### config.mk
export PLATFORM = sky130hd
export DESIGN_NAME = rom_reader_4x4
export DESIGN_NICKNAME = d
export VERILOG_FILES = /design/src/rtl/rom_pkg.sv /design/src/rtl/rom_reader_4x4.sv
export SDC_FILE = /design/constraint.sdc
export NUM_CORES = 1
export LEC_CHECK = 0
export CORE_MARGIN = 2
export CORE_UTILIZATION = 35
export DETAILED_ROUTE_END_ITERATION = 12
export MAX_ROUTING_LAYER = met4
export PLACE_DENSITY_LB_ADDON = 0.2
export SLEW_MARGIN = 20
export SYNTH_ARGS = -nofsm -noshare
export SYNTH_HDL_FRONTEND = slang
export SYNTH_SLANG_ARGS = --single-unit
### constraint.sdc
create_clock -name clk -period 1.9 [get_ports clk]
set_clock_uncertainty 0.2 [all_clocks]
set_input_delay 0.475 -clock clk [delete_from_list [all_inputs] [get_ports clk]]
set_output_delay 0.475 -clock clk [all_outputs]
set_load 0.01 [all_outputs]
### src/rtl/rom_pkg.sv
// rtl/rom_pkg.sv - shared FSM encoding and default widths for the ROM burst reader
package rom_pkg;

  localparam int ROM_ADDR_W = 2;
  localparam int ROM_DATA_W = 4;

  typedef enum logic [2:0] {
    IDLE  = 3'd0,
    ISSUE = 3'd1,
    WAIT  = 3'd2,
    OUT   = 3'd3,
    DONE  = 3'd4
  } rd_state_e;

endpackage

### src/rtl/rom_reader_4x4.sv
// rtl/rom_reader_4x4.sv - issues a burst of ROM reads, hands each word to a ready/valid consumer
module rom_reader_4x4
  import rom_pkg::*;
#(
  parameter int ADDR_W = ROM_ADDR_W,
  parameter int DATA_W = ROM_DATA_W
) (
  input  logic              clk,
  input  logic              rst,
  input  logic              start,
  input  logic [ADDR_W-1:0] start_addr,
  input  logic [ADDR_W:0]   count,
  output logic              rom_en,
  output logic [ADDR_W-1:0] rom_addr,
  input  logic [DATA_W-1:0] rom_data,
  output logic [DATA_W-1:0] data_out,
  output logic              data_valid,
  input  logic              data_ready,
  output logic              busy,
  output logic              done,
  output logic [DATA_W+1:0] checksum
);

  // Largest burst equals the ROM depth.
  localparam logic [ADDR_W:0] MAX_COUNT = {1'b1, {ADDR_W{1'b0}}};

  rd_state_e         state, state_nxt;
  logic [ADDR_W-1:0] addr;
  logic [ADDR_W:0]   remaining;
  logic [DATA_W-1:0] data_q;
  logic [DATA_W+1:0] sum_q;

  always_ff @(posedge clk or posedge rst) begin
    if (rst) state <= IDLE;
    else     state <= state_nxt;
  end

  always_comb begin
    state_nxt  = state;
    rom_en     = 1'b0;
    data_valid = 1'b0;
    done       = 1'b0;
    busy       = 1'b1;
    case (state)
      IDLE: begin
        busy = 1'b0;
        if (start) state_nxt = (count == '0) ? DONE : ISSUE;
      end
      ISSUE: begin
        rom_en    = 1'b1;
        state_nxt = WAIT;
      end
      WAIT: state_nxt = OUT;
      OUT: begin
        data_valid = 1'b1;
        if (data_ready) state_nxt = (remaining == 1) ? DONE : ISSUE;
      end
      DONE: begin
        done      = 1'b1;
        state_nxt = IDLE;
      end
      default: state_nxt = IDLE;
    endcase
  end

  always_ff @(posedge clk or posedge rst) begin
    if (rst) begin
      addr      <= '0;
      remaining <= '0;
      data_q    <= '0;
      sum_q     <= '0;
    end else begin
      case (state)
        IDLE: begin
          if (start) begin
            sum_q <= '0;
            if (count != '0) begin
              addr      <= start_addr;
              remaining <= (count > MAX_COUNT) ? MAX_COUNT : count;
            end
          end
        end
        // rom_data is only trusted here; it may float in every other state.
        WAIT: begin
          data_q <= rom_data;
          sum_q  <= sum_q + (DATA_W+2)'(rom_data);
        end
        OUT: begin
          if (data_ready) begin
            remaining <= remaining - 1'b1;
            if (remaining != 1) addr <= addr + 1'b1;
          end
        end
        default: ;
      endcase
    end
  end

  assign rom_addr = addr;
  assign data_out = data_q;
  assign checksum = sum_q;

endmodule

==> Implementation_results.wiki, run 1 <==
{| class="wikitable"
! Metric !! Value
|-
| Most common library cell in the layout ignoring fill and taps || buf_4
|-
| Cell Pwr Density || 1565 mW/mm^2
|-
| Root buffer selected by CTS || clkbuf_4
|-
| Most used cells in the layout excluding fill and tap cells || buf_4, dfrtp_1, clkdlybuf4s50_1
|-
| Vias per std cell || between 4 and 5
|-
| Skew-Pair Late Insertion Delay || roughly 0.3 ns
|-
| Number of remaining DRC errors || 0
|-
| Die ar. || about 0.0037 sq mm
|-
| Total length of routed wires || around 2700 um
|-
| Worst setup path category || reg2out
|-
| Dpl hpwl || about 1800 um
|-
| Max Cap Violations || 0
|-
| Critical path launch point type || flip-flop
|-
| Ant diodes || 0
|-
| Minimum period implied by the final worst setup slack || between 1.5 and 2 ns
|-
| Cells after synthesis || 105
|-
| Yosys warns || 0
|-
| Area share of the largest cell type after synthesis || 0.3974
|-
| Per-cell routed wire length || 12.96 um
|-
| Fin Hold WS || about 0.28 ns
|-
| Async set-reset flop share out of synthesis || 1.000
|-
| Synth top area cells || dfrtp_1, ha_1, mux2_2
|-
| Die Y || 60.91 um
|-
| Final weighted congestion in routability-driven placement || between 0.7 and 0.8
|-
| Post-route fraction of the period consumed by the critical path || 1.003
|-
| Fraction of final layout cells with drive strength greater than 1 || 0.3742
|-
| Top-level I/O count || 29
|-
| Total number of H-tree levels || 1
|-
| Register-to-register setup slack || ~0.06 ns
|-
| Critical path data required time || between 1 and 1.5 ns
|-
| Antenna Violating Nets Remaining || 0
|-
| Sort of element at the end of the critical path || output pin
|-
| Final setup violation count || 1
|-
| Global-route usage over all layers || 0.1658
|-
| Iteration count of the initial detailed-routing pass || 2
|-
| Run status || finished, violations left
|-
| Total number of vias || just under 1k
|-
| Flip-flop and latch count after synthesis || 18
|-
| Peak ir drop on the vdd network || 0.6552 mV
|-
| Global-route wire length before repair || roughly 4400 um
|-
| Number of port buffers || 28
|-
| Sum Neg Setup Slack || -0.005488 ns
|-
| Antenna violations before repair || 0
|-
| Synthesis-to-layout area growth || 54.42%
|-
| GRT overflow || 0
|-
| Total of hold buffers inserted after clock tree synthesis || 0
|-
| Std cell rows || 20
|-
| Total number of nets in the final design || 184
|-
| Worst relative slew slack || 0.7789
|-
| Most used flip-flop cell after synthesis || dfrtp_1
|-
| Core ar. || a little over 0.003 sq mm
|-
| Number of distinct library cell variants in the gate-level netlist after synthesis || 39
|-
| Synthesized netlist net count || 125
|-
| Top cell type by total area after synthesis || dfrtp_1
|-
| Slew Viols, Final || 0
|-
| Unrepaired setup endpoints after global routing || yes
|-
| Total CTS buffers || 3
|-
| Starting DRC count in detailed routing || 18
|-
| Maximum achievable frequency || 524.8 MHz
|-
| Clock sinks || 18
|-
| P_leak || about 0.86 nW
|-
| Violations in the final reports || negative setup slack
|-
| Actual slew at the worst max-slew pin || between 0.3 and 0.4 ns
|-
| Largest net degree at the start of global routing || 19
|-
| Crit path setup slack, layout || -0.005488 ns
|-
| Max clock buf depth || 2
|-
| WP data arrival || 1.23 ns
|-
| Average cell area after synthesis || approximately 11 sq um
|-
| Cell area after synthesis || around 0.0011 sq mm
|-
| Tot Pwr || 2.739 mW
|-
| Number of enable-type register cells in the synthesized netlist || 0
|-
| Via count of the first global-routing pass || between 1k and 1.5k
|-
| Worst Hold Class || in2async
|-
| TritonCTS clock tree || done
|-
| Crit path max fanout || 3
|-
| Initial core utilization || 0.3683
|-
| CTS clk-pin slew, worst paths || roughly 0.11 ns
|-
| Width of the die || 60.91 um
|-
| Number of hold-slack violations in the final timing report || 0
|-
| Share of synthesized area occupied by flip-flops and latches || 0.3974
|}
final timing paths:
kind	start	end	cells after the start
setup / recovery	state[0]	busy	2
hold / removal	rst	rom_addr[1]	3
setup reg to reg	state[0]	checksum[2]	7
hold reg to reg	remaining[1]	remaining[1]	1
max in group asynchronous	rst	checksum[5]	3
min in group clk	remaining[1]	remaining[1]	1
state kept, by name, summed over array words and instances, names as in the netlist:
name / cells
remaining: 3
checksum: 6
data_out: 4
state: 3
rom_addr: 2
through the flow:
| stage | worst slack [ns] | util | std cells | instance area (sq um) |
|---|---|---|---|---|
| detailed placement | -0.4658 | 0.5094 | 190 | 1568 |
| global route | -0.03906 | 0.5687 | 207 | 1750 |
| floorplan | 0.08525 | - | 105 | 1134 |
| global placement | -0.4266 | 0.5094 | 190 | 1568 |
| CTS | -0.01021 | 0.5500 | 202 | 1693 |
| finish | -0.005488 | 0.5687 | 207 | 1750 |
worst max-delay path, cell delays in order (launching register included):
cell and delay, ns:
dfrtp_1 0.42, or3_4 0.39, buf_6 0.13
layer usage:
metal,vias up,global-route usage,part of all wire
met5,-,-,0
met4,0,0.08696,0.020
met3,6,0.01919,0.028
met2,20,0.2596,0.48
met1,456,0.2098,0.47
li1,494,-,-
synthesized netlist by cell type, drive strengths merged (3+ instances only):
| master | count |
|---|---|
| nor3b | 5 |
| a21oi | 7 |
| buf | 4 |
| inv | 6 |
| nor3 | 3 |
| ha | 6 |
| dfrtp | 18 |
| o21ai | 8 |
| nand2 | 5 |
| mux2 | 4 |
| a22o | 4 |
| nor2 | 8 |
what timing repair did:
| item | CTS | global route |
|---|---|---|
| setup buffers | 8 | 5 |
| endpoints found under the hold margin | 0 | 0 |
| pin swaps | 2 | 3 |
| setup endpoints to repair | 16 | 15 |
| gates resized for setup | 36 | 9 |
layout make-up:
type	count	area [sq um]
flip-flops and latches	18	450.4
repair buffers	58	523.0
well taps	44	55.05
clock buffers	4	36.28
fillers	289	1328
inverters	6	22.52
multi-input cells	77	663.1
power breakdown:
group	internal (mW)	switching, mW
Sequential	0.562	0.119
Combinational	0.996	0.817
Clock	0.117	0.127
cell families (layout without fill, tap and decap cells):
family          Yosys count  after routing  share of synthesized area
compound gates           28             28                     0.1887
simple gates             34             34                     0.2009
buf+inv                  10             68                    0.05629
flops                    18             18                     0.3973
fa+ha+maj                 7              7                    0.08388
mux                       6              6                    0.05739
xor+xnor                  2              2                    0.01546
Note: power is estimated with default switching activity, not from simulation.
==> inputs of run 2 (changes only) <==
--- a/config.mk
+++ b/config.mk
@@ -5,7 +5,7 @@
 export SDC_FILE = /design/constraint.sdc
 export NUM_CORES = 1
 export LEC_CHECK = 0
-export CORE_MARGIN = 2
+export CAP_MARGIN = 20
 export CORE_UTILIZATION = 35
 export DETAILED_ROUTE_END_ITERATION = 12
 export MAX_ROUTING_LAYER = met4
==> constraint.sdc (replaced) <==
create_clock -name clk -period 1.5 [get_ports clk]
set_clock_uncertainty 0.2 [all_clocks]
set_input_delay 0.375 -clock clk [delete_from_list [all_inputs] [get_ports clk]]
set_output_delay 0.375 -clock clk [all_outputs]
set_load 0.01 [all_outputs]
==> run 2 against run 1 <==
  * The run still ends with negative setup slack left
  * Flip-flop and latch count unchanged
  * Die area decreased by 6.5%
  * Non-clock buffer count increased by 10
  * Worst setup slack got worse by 0.34 ns
  * Critical path depth unchanged
  * Sequential power increased by 30%
  * Utilization increased by 5.1 points
  * Count of clock-buffer cells in the layout unchanged
==> Implementation_results.wiki, run 2 (synthesized netlist as in run 1, its figures left out) <==
{| class="wikitable"
! Metric !! Value
|-
| Run status || finished, violations left (unchanged)
|-
| Violations in the final reports || negative setup slack (unchanged)
|-
| Synthesis-to-layout area growth || 66.89% (was 54.42%)
|-
| Top-level I/O count || 29 (unchanged)
|-
| Tot Pwr || 3.761 mW (was 2.739 mW)
|-
| Per-cell routed wire length || 13.26 um (was 12.96 um)
|-
| Number of port buffers || 28 (unchanged)
|-
| CP cell instances || or3_4 > buf_6 (unchanged)
|-
| Width of the die || 58.91 um (was 60.91 um)
|-
| Slowest stage delay, CP || 0.47 ns (was 0.42 ns)
|-
| Worst setup path category || reg2out (unchanged)
|-
| Number of hold-slack violations in the final timing report || 0 (unchanged)
|-
| Crit path setup slack, layout || -0.3451 ns (was -0.005488 ns)
|-
| Worst setup path startpoint || state[1] (was state[0])
|-
| Critical path launch point type || flip-flop (unchanged)
|-
| Crit path max fanout || 6 (was 3)
|-
| Critical path data required time || 0.92 ns (was 1.22 ns)
|-
| Core ar. || 0.003053 sq mm (was 0.003078 sq mm)
|-
| Max Cap Violations || 0 (unchanged)
|-
| Sort of element at the end of the critical path || output pin (unchanged)
|-
| Total of hold buffers inserted after clock tree synthesis || 0 (unchanged)
|-
| Most common library cell in the layout ignoring fill and taps || buf_4 (unchanged)
|-
| Post-route fraction of the period consumed by the critical path || 1.230
|-
| Antenna violations before repair || 0 (unchanged)
|-
| Total number of H-tree levels || 1 (unchanged)
|-
| Global-route usage over all layers || 0.1771 (was 0.1658)
|-
| Buf+Inv Stages, Crit Path || 1 (unchanged)
|-
| Total number of vias || 1083 (was 976)
|-
| CTS clk-pin slew, worst paths || 0.12 ns (was 0.11 ns)
|-
| Final weighted congestion in routability-driven placement || 0.7554 (was 0.7875)
|-
| Setup slack after placement || -0.6971 ns (was -0.4658 ns)
|-
| Fraction of final layout cells with drive strength greater than 1 || 0.5862 (was 0.3742)
|-
| Total stage count of the critical path || 2 (unchanged)
|-
| Slew Viols, Final || 0 (unchanged)
|-
| Crit path max-delay family || flip-flops (unchanged)
|-
| Std cell rows || 20 (unchanged)
|-
| Reg2Reg Depth || 7 (unchanged)
|-
| Die Y || 58.91 um (was 60.91 um)
|-
| Number of standard cells in the final layout excluding fillers || 218 (was 207)
|-
| Max clock buf depth || 2 (unchanged)
|-
| Ant diodes || 0 (unchanged)
|-
| Total number of nets in the final design || 195 (was 184)
|-
| Antenna Violating Nets Remaining || 0 (unchanged)
|-
| Dpl hpwl || 2006 um (was 1828 um)
|-
| Vias per std cell || 4.968 (was 4.715)
|-
| Maximum achievable frequency || around 540 MHz
|-
| Clock sinks || 18 (unchanged)
|-
| Unrepaired setup endpoints after global routing || yes (unchanged)
|-
| Via count of the first global-routing pass || 1058 (was 1005)
|-
| GRT overflow || 0 (unchanged)
|-
| Total CTS buffers || 3 (unchanged)
|-
| Peak ir drop on the vdd network || 0.9821 mV (was 0.6552 mV)
|-
| Die ar. || 0.003470 sq mm (was 0.003710 sq mm)
|-
| TritonCTS clock tree || done (unchanged)
|-
| Crit path max-delay cell type || dfrtp_2 (was dfrtp_1)
|-
| Number of remaining DRC errors || 0 (unchanged)
|-
| Largest net degree at the start of global routing || 19 (unchanged)
|-
| Minimum period implied by the final worst setup slack || around 1.8 ns
|-
| Register-to-register setup slack || -0.33 ns (was 0.06 ns)
|-
| Number of placed instances, taps included || 196 (was 190)
|-
| Worst relative slew slack || 0.8119 (was 0.7789)
|-
| Max reg flops || 6 (unchanged)
|-
| Root buffer selected by CTS || clkbuf_4 (unchanged)
|-
| Actual slew at the worst max-slew pin || 0.2822 ns (was 0.3305 ns)
|-
| Total length of routed wires || 2890 um (was 2682 um)
|-
| Most used cells in the layout excluding fill and tap cells || buf_4, dfrtp_1, buf_2 (was buf_4, dfrtp_1, clkdlybuf4s50_1)
|-
| Starting DRC count in detailed routing || 10 (was 18)
|-
| Initial core utilization || 0.3713 (was 0.3683)
|-
| Global-route wire length before repair || 4436 um (was 4381 um)
|-
| Worst Hold Class || in2async (unchanged)
|-
| Skew-Pair Late Insertion Delay || 0.30 ns (about the same)
|-
| Cell Pwr Density || 1988 mW/mm^2 (was 1565 mW/mm^2)
|-
| Crit Reg-Reg Startpoint || checksum[0] (was state[0])
|-
| P_leak || 0.8897 nW (was 0.8608 nW)
|-
| Final setup violation count || 20 (was 1)
|-
| WP data arrival || 1.27 ns (was 1.23 ns)
|-
| Sum Neg Setup Slack || -4.074 ns (was -0.005488 ns)
|-
| Iteration count of the initial detailed-routing pass || 4 (was 2)
|}
## run 2: final timing paths
check,end
max,busy
min,checksum[3]
max reg2reg,checksum[4]
min reg2reg,remaining[1]
max in group asynchronous,state[2]
min in group clk,remaining[1]
## run 2: where the power goes
part           switching, mW  internal, mW
Sequential             0.165         0.720
Combinational           1.17          1.40
Clock                  0.166         0.148
## run 2: worst register-to-register path, cell delays in order (launching register included)
cell and delay [ns]:
dfrtp_1 0.41, buf_4 0.15, ha_4 0.16, fa_2 0.36, a21oi_2 0.13, nor2b_1 0.06, o21ai_2 0.12, mux2i_1 0.19
## run 2: repair_timing
action | CTS | global route
setup endpoints to repair | 34 | 27
pin swaps | 11 | 7
gates cloned | 1 | 0
gates resized for setup | 86 | 19
buffers inserted | 13 | 5
endpoints found under the hold margin | 0 | 0
## run 2: stage by stage
step,util,cell area [sq um],hold slack [ns]
after global routing,0.6197,1892,0.1749
final,0.6197,1892,0.1771
after detailed placement,0.5439,1660,0.2685
after global placement,0.5439,1660,0.2661
after CTS,0.6029,1841,0.1783
after floorplan,-,1181,0.1135
## run 2: metal layers
metal | track usage | wire length, um | vias up
met2 | 0.2971 | 1501 | 23
li1 | - | - | 522
met1 | 0.2113 | 1254 | 536
met4 | 0.06803 | 18 | 0
met3 | 0.03077 | 116 | 2
met5 | - | 0 | -
## run 2: cell type report
type,count,area [sq um]
clock buffer,4,36.28
tap,44,55.05
inverter,6,22.52
timing repair buffer,68,549.3
multi-input combinational,78,773.2
fill,275,1161
sequential,18,455.4
==> inputs of run 3 (changes only) <==
--- a/config.mk
+++ b/config.mk
@@ -10,6 +10,7 @@
 export DETAILED_ROUTE_END_ITERATION = 12
 export MAX_ROUTING_LAYER = met4
 export PLACE_DENSITY_LB_ADDON = 0.2
+export SKIP_LAST_GASP = 1
 export SLEW_MARGIN = 20
 export SYNTH_ARGS = -nofsm -noshare
 export SYNTH_HDL_FRONTEND = slang
==> constraint.sdc (replaced) <==
create_clock -name clk -period 1.5 [get_ports clk]
set_clock_uncertainty 0.2 [all_clocks]
set_input_delay 0.375 -clock clk [delete_from_list [all_inputs] [get_ports clk]]
set_output_delay 0.375 -clock clk [all_outputs]
set_load 0.02 [all_outputs]
==> run 3 against run 2 <==
  * The flow still finishes with violations (negative setup slack)
  * Wire length grew 3.2%
  * Final cell count decreased by 1.4%
  * Highest routed layer unchanged
  * Flip-flop and latch count did not move
==> Implementation_results.wiki, run 3 (synthesized netlist as in run 1, its figures left out) <==
{| class="wikitable"
! Metric !! Value
|-
| Run status || finished, violations left (unchanged)
|-
| Violations in the final reports || negative setup slack (unchanged)
|-
| Minimum period implied by the final worst setup slack || 1.822 ns (was 1.845 ns)
|-
| Number of port buffers || 28 (unchanged)
|-
| Largest net degree at the start of global routing || 19 (unchanged)
|-
| Antenna violations before repair || 0 (unchanged)
|-
| Net switching share of the total power || 0.4094 (was 0.3980)
|-
| Layout Utilization || 0.6324 (was 0.6197)
|-
| Post-route fraction of the period consumed by the critical path || 1.215 (was 1.230)
|-
| Synthesis-to-layout area growth || 70.31% (was 66.89%)
|-
| Most used cells in the layout excluding fill and tap cells || buf_4, dfrtp_1, buf_6 (was buf_4, dfrtp_1, buf_2)
|-
| Peak ir drop on the vdd network || 1.114 mV (was 0.9821 mV)
|-
| Critical path launch point type || flip-flop (unchanged)
|-
| Fin Hold WS || 0.1739 ns (was 0.1771 ns)
|-
| Post-route standard cell area excluding fillers || 0.001931 sq mm (was 0.001892 sq mm)
|-
| Final setup violation count || 22 (was 20)
|-
| Cell Pwr Density || 2109 mW/mm^2 (was 1988 mW/mm^2)
|-
| Sequential cell fraction of total power || 0.223 (was 0.235)
|-
| Iteration count of the initial detailed-routing pass || 4 (unchanged)
|-
| Starting DRC count in detailed routing || 12 (was 10)
|-
| Portion of total power attributed to combinational logic || 0.701 (was 0.681)
|-
| Total number of nets in the final design || 192 (was 195)
|-
| Die ar. || 0.003470 sq mm (unchanged)
|-
| Per-cell routed wire length || 13.87 um (was 13.26 um)
|-
| Dpl hpwl || 1860 um (was 2006 um)
|-
| Max reg flops || 6 (unchanged)
|-
| Total CTS buffers || 3 (unchanged)
|-
| Actual slew at the worst max-slew pin || 0.2630 ns (was 0.2822 ns)
|-
| Slew Viols, Final || 0 (unchanged)
|-
| Maximum achievable frequency || 548.9 MHz (was 542.0 MHz)
|-
| Crit path max fanout || 3 (was 6)
|-
| Initial core utilization || 0.3713 (unchanged)
|-
| Crit path setup slack, layout || -0.3218 ns (was -0.3451 ns)
|-
| WP data arrival || 1.25 ns (was 1.27 ns)
|-
| CTS clk-pin slew, worst paths || 0.11 ns (was 0.12 ns)
|-
| Std cell rows || 20 (unchanged)
|-
| Total number of H-tree levels || 1 (unchanged)
|-
| Skew-Pair Late Insertion Delay || 0.29 ns (was 0.30 ns)
|-
| Most common library cell in the layout ignoring fill and taps || buf_4 (unchanged)
|-
| Relative contribution of the clock network to total power || 0.076 (was 0.084)
|-
| Global-route usage over all layers || 0.1940 (was 0.1771)
|-
| Number of remaining DRC errors || 0 (unchanged)
|-
| Tot Pwr || 4.072 mW (was 3.761 mW)
|-
| Root buffer selected by CTS || clkbuf_4 (unchanged)
|-
| Worst relative slew slack || 0.8246 (was 0.8119)
|-
| Worst Hold Class || in2async (unchanged)
|-
| Max Cap Violations || 0 (unchanged)
|-
| Max clock buf depth || 2 (unchanged)
|-
| Fill cell instance count of the final layout || 252 (was 275)
|-
| Number of hold-slack violations in the final timing report || 0 (unchanged)
|-
| Antenna Violating Nets Remaining || 0 (unchanged)
|-
| Total of hold buffers inserted after clock tree synthesis || 0 (unchanged)
|-
| Sum Neg Setup Slack || -4.684 ns (was -4.074 ns)
|-
| TritonCTS clock tree || done (unchanged)
|-
| Vias per std cell || 4.721 (was 4.968)
|-
| Total number of vias || 1015 (was 1083)
|-
| Unrepaired setup endpoints after global routing || yes (unchanged)
|-
| Width of the die || 58.91 um (unchanged)
|-
| Worst setup path category || reg2out (unchanged)
|-
| Critical path data required time || 0.92 ns (about the same)
|-
| Via count of the first global-routing pass || 1048 (was 1058)
|-
| Final weighted congestion in routability-driven placement || 0.7756 (was 0.7554)
|-
| Top-level I/O count || 29 (unchanged)
|-
| Global-route wire length before repair || 4905 um (was 4436 um)
|-
| Core ar. || 0.003053 sq mm (unchanged)
|-
| Total internal power || 2.405 mW (was 2.264 mW)
|-
| Total length of routed wires || 2982 um (was 2890 um)
|-
| P_leak || 0.8930 nW (was 0.8897 nW)
|-
| Instance area at placement || 0.001714 sq mm (was 0.001660 sq mm)
|-
| Sort of element at the end of the critical path || output pin (unchanged)
|-
| GRT overflow || 0 (unchanged)
|-
| Clock sinks || 18 (unchanged)
|-
| Net load switching power || 1.667 mW (was 1.497 mW)
|-
| Fraction of final layout cells with drive strength greater than 1 || 0.5731 (was 0.5862)
|-
| Ant diodes || 0 (unchanged)
|-
| Die Y || 58.91 um (unchanged)
|}
==> run 3: cell type report <==
class	instances	area, sq um	share of cell area
Inverter	6	25.02	0.01296
Timing Repair Buffer	65	583.1	0.3020
Clock buffer	4	36.28	0.01879
Tap cell	44	55.05	0.02852
Sequential cell	18	457.9	0.2372
Multi-Input combinational cell	78	773.2	0.4005
==> run 3: stage by stage <==
| stage | setup slack (ns) | std cells |
|---|---|---|
| CTS | -0.3295 | 213 |
| global placement | -0.6567 | 196 |
| floorplan | -0.2118 | 105 |
| detailed placement | -0.6738 | 196 |
| global route | -0.3724 | 215 |
| finish | -0.3218 | 215 |
==> run 3: power groups by stage <==
| stage | combinational (mW) | clock, mW | sequential, mW |
|---|---|---|---|
| 4_1_cts | 2.69 | 0.326 | 0.893 |
| 6_report | 2.86 | 0.309 | 0.906 |
| 5_1_grt | 3.07 | 0.354 | 0.938 |
| 2_1_floorplan | 1.30 | 0 | 1.09 |
| 3_5_place_dp | 2.33 | 0 | 0.927 |
| 3_3_place_gp | 2.31 | 0 | 0.917 |
==> run 3: final timing paths <==
check	depth (start not counted)	slack, ns	startpoint	end
setup reg to reg	6	-0.25	checksum[0]	checksum[4]
min in group clk	1	0.29	remaining[1]	remaining[1]
hold / removal	3	0.17	rst	rom_addr[1]
hold reg to reg	1	0.29	remaining[1]	remaining[1]
max in group asynchronous	3	0.78	rst	checksum[0]
setup / recovery	2	-0.32	state[0]	busy
==> run 3: metal layers <==
metal | vias to the layer above | share of wire | wire (um) | track usage
met2 | 18 | 0.50 | 1481 | 0.3084
li1 | 519 | - | - | -
met5 | - | 0 | 0 | -
met3 | 2 | 0.029 | 87 | 0.02637
met4 | 0 | 0.0034 | 10 | 0.04082
met1 | 476 | 0.47 | 1403 | 0.2642
==> run 3: timing repair <==
item,CTS,global route
endpoints found under the hold margin,0,0
gates cloned,2,0
endpoints found under the setup margin,33,25
setup buffers,11,2
pin swaps,16,7
gates resized for setup,95,13
==> run 3: worst max-delay path, stage by stage (launching register included) <==
cell	delay (ns)
dfrtp_2	0.43
or3_4	0.39
buf_6	0.14
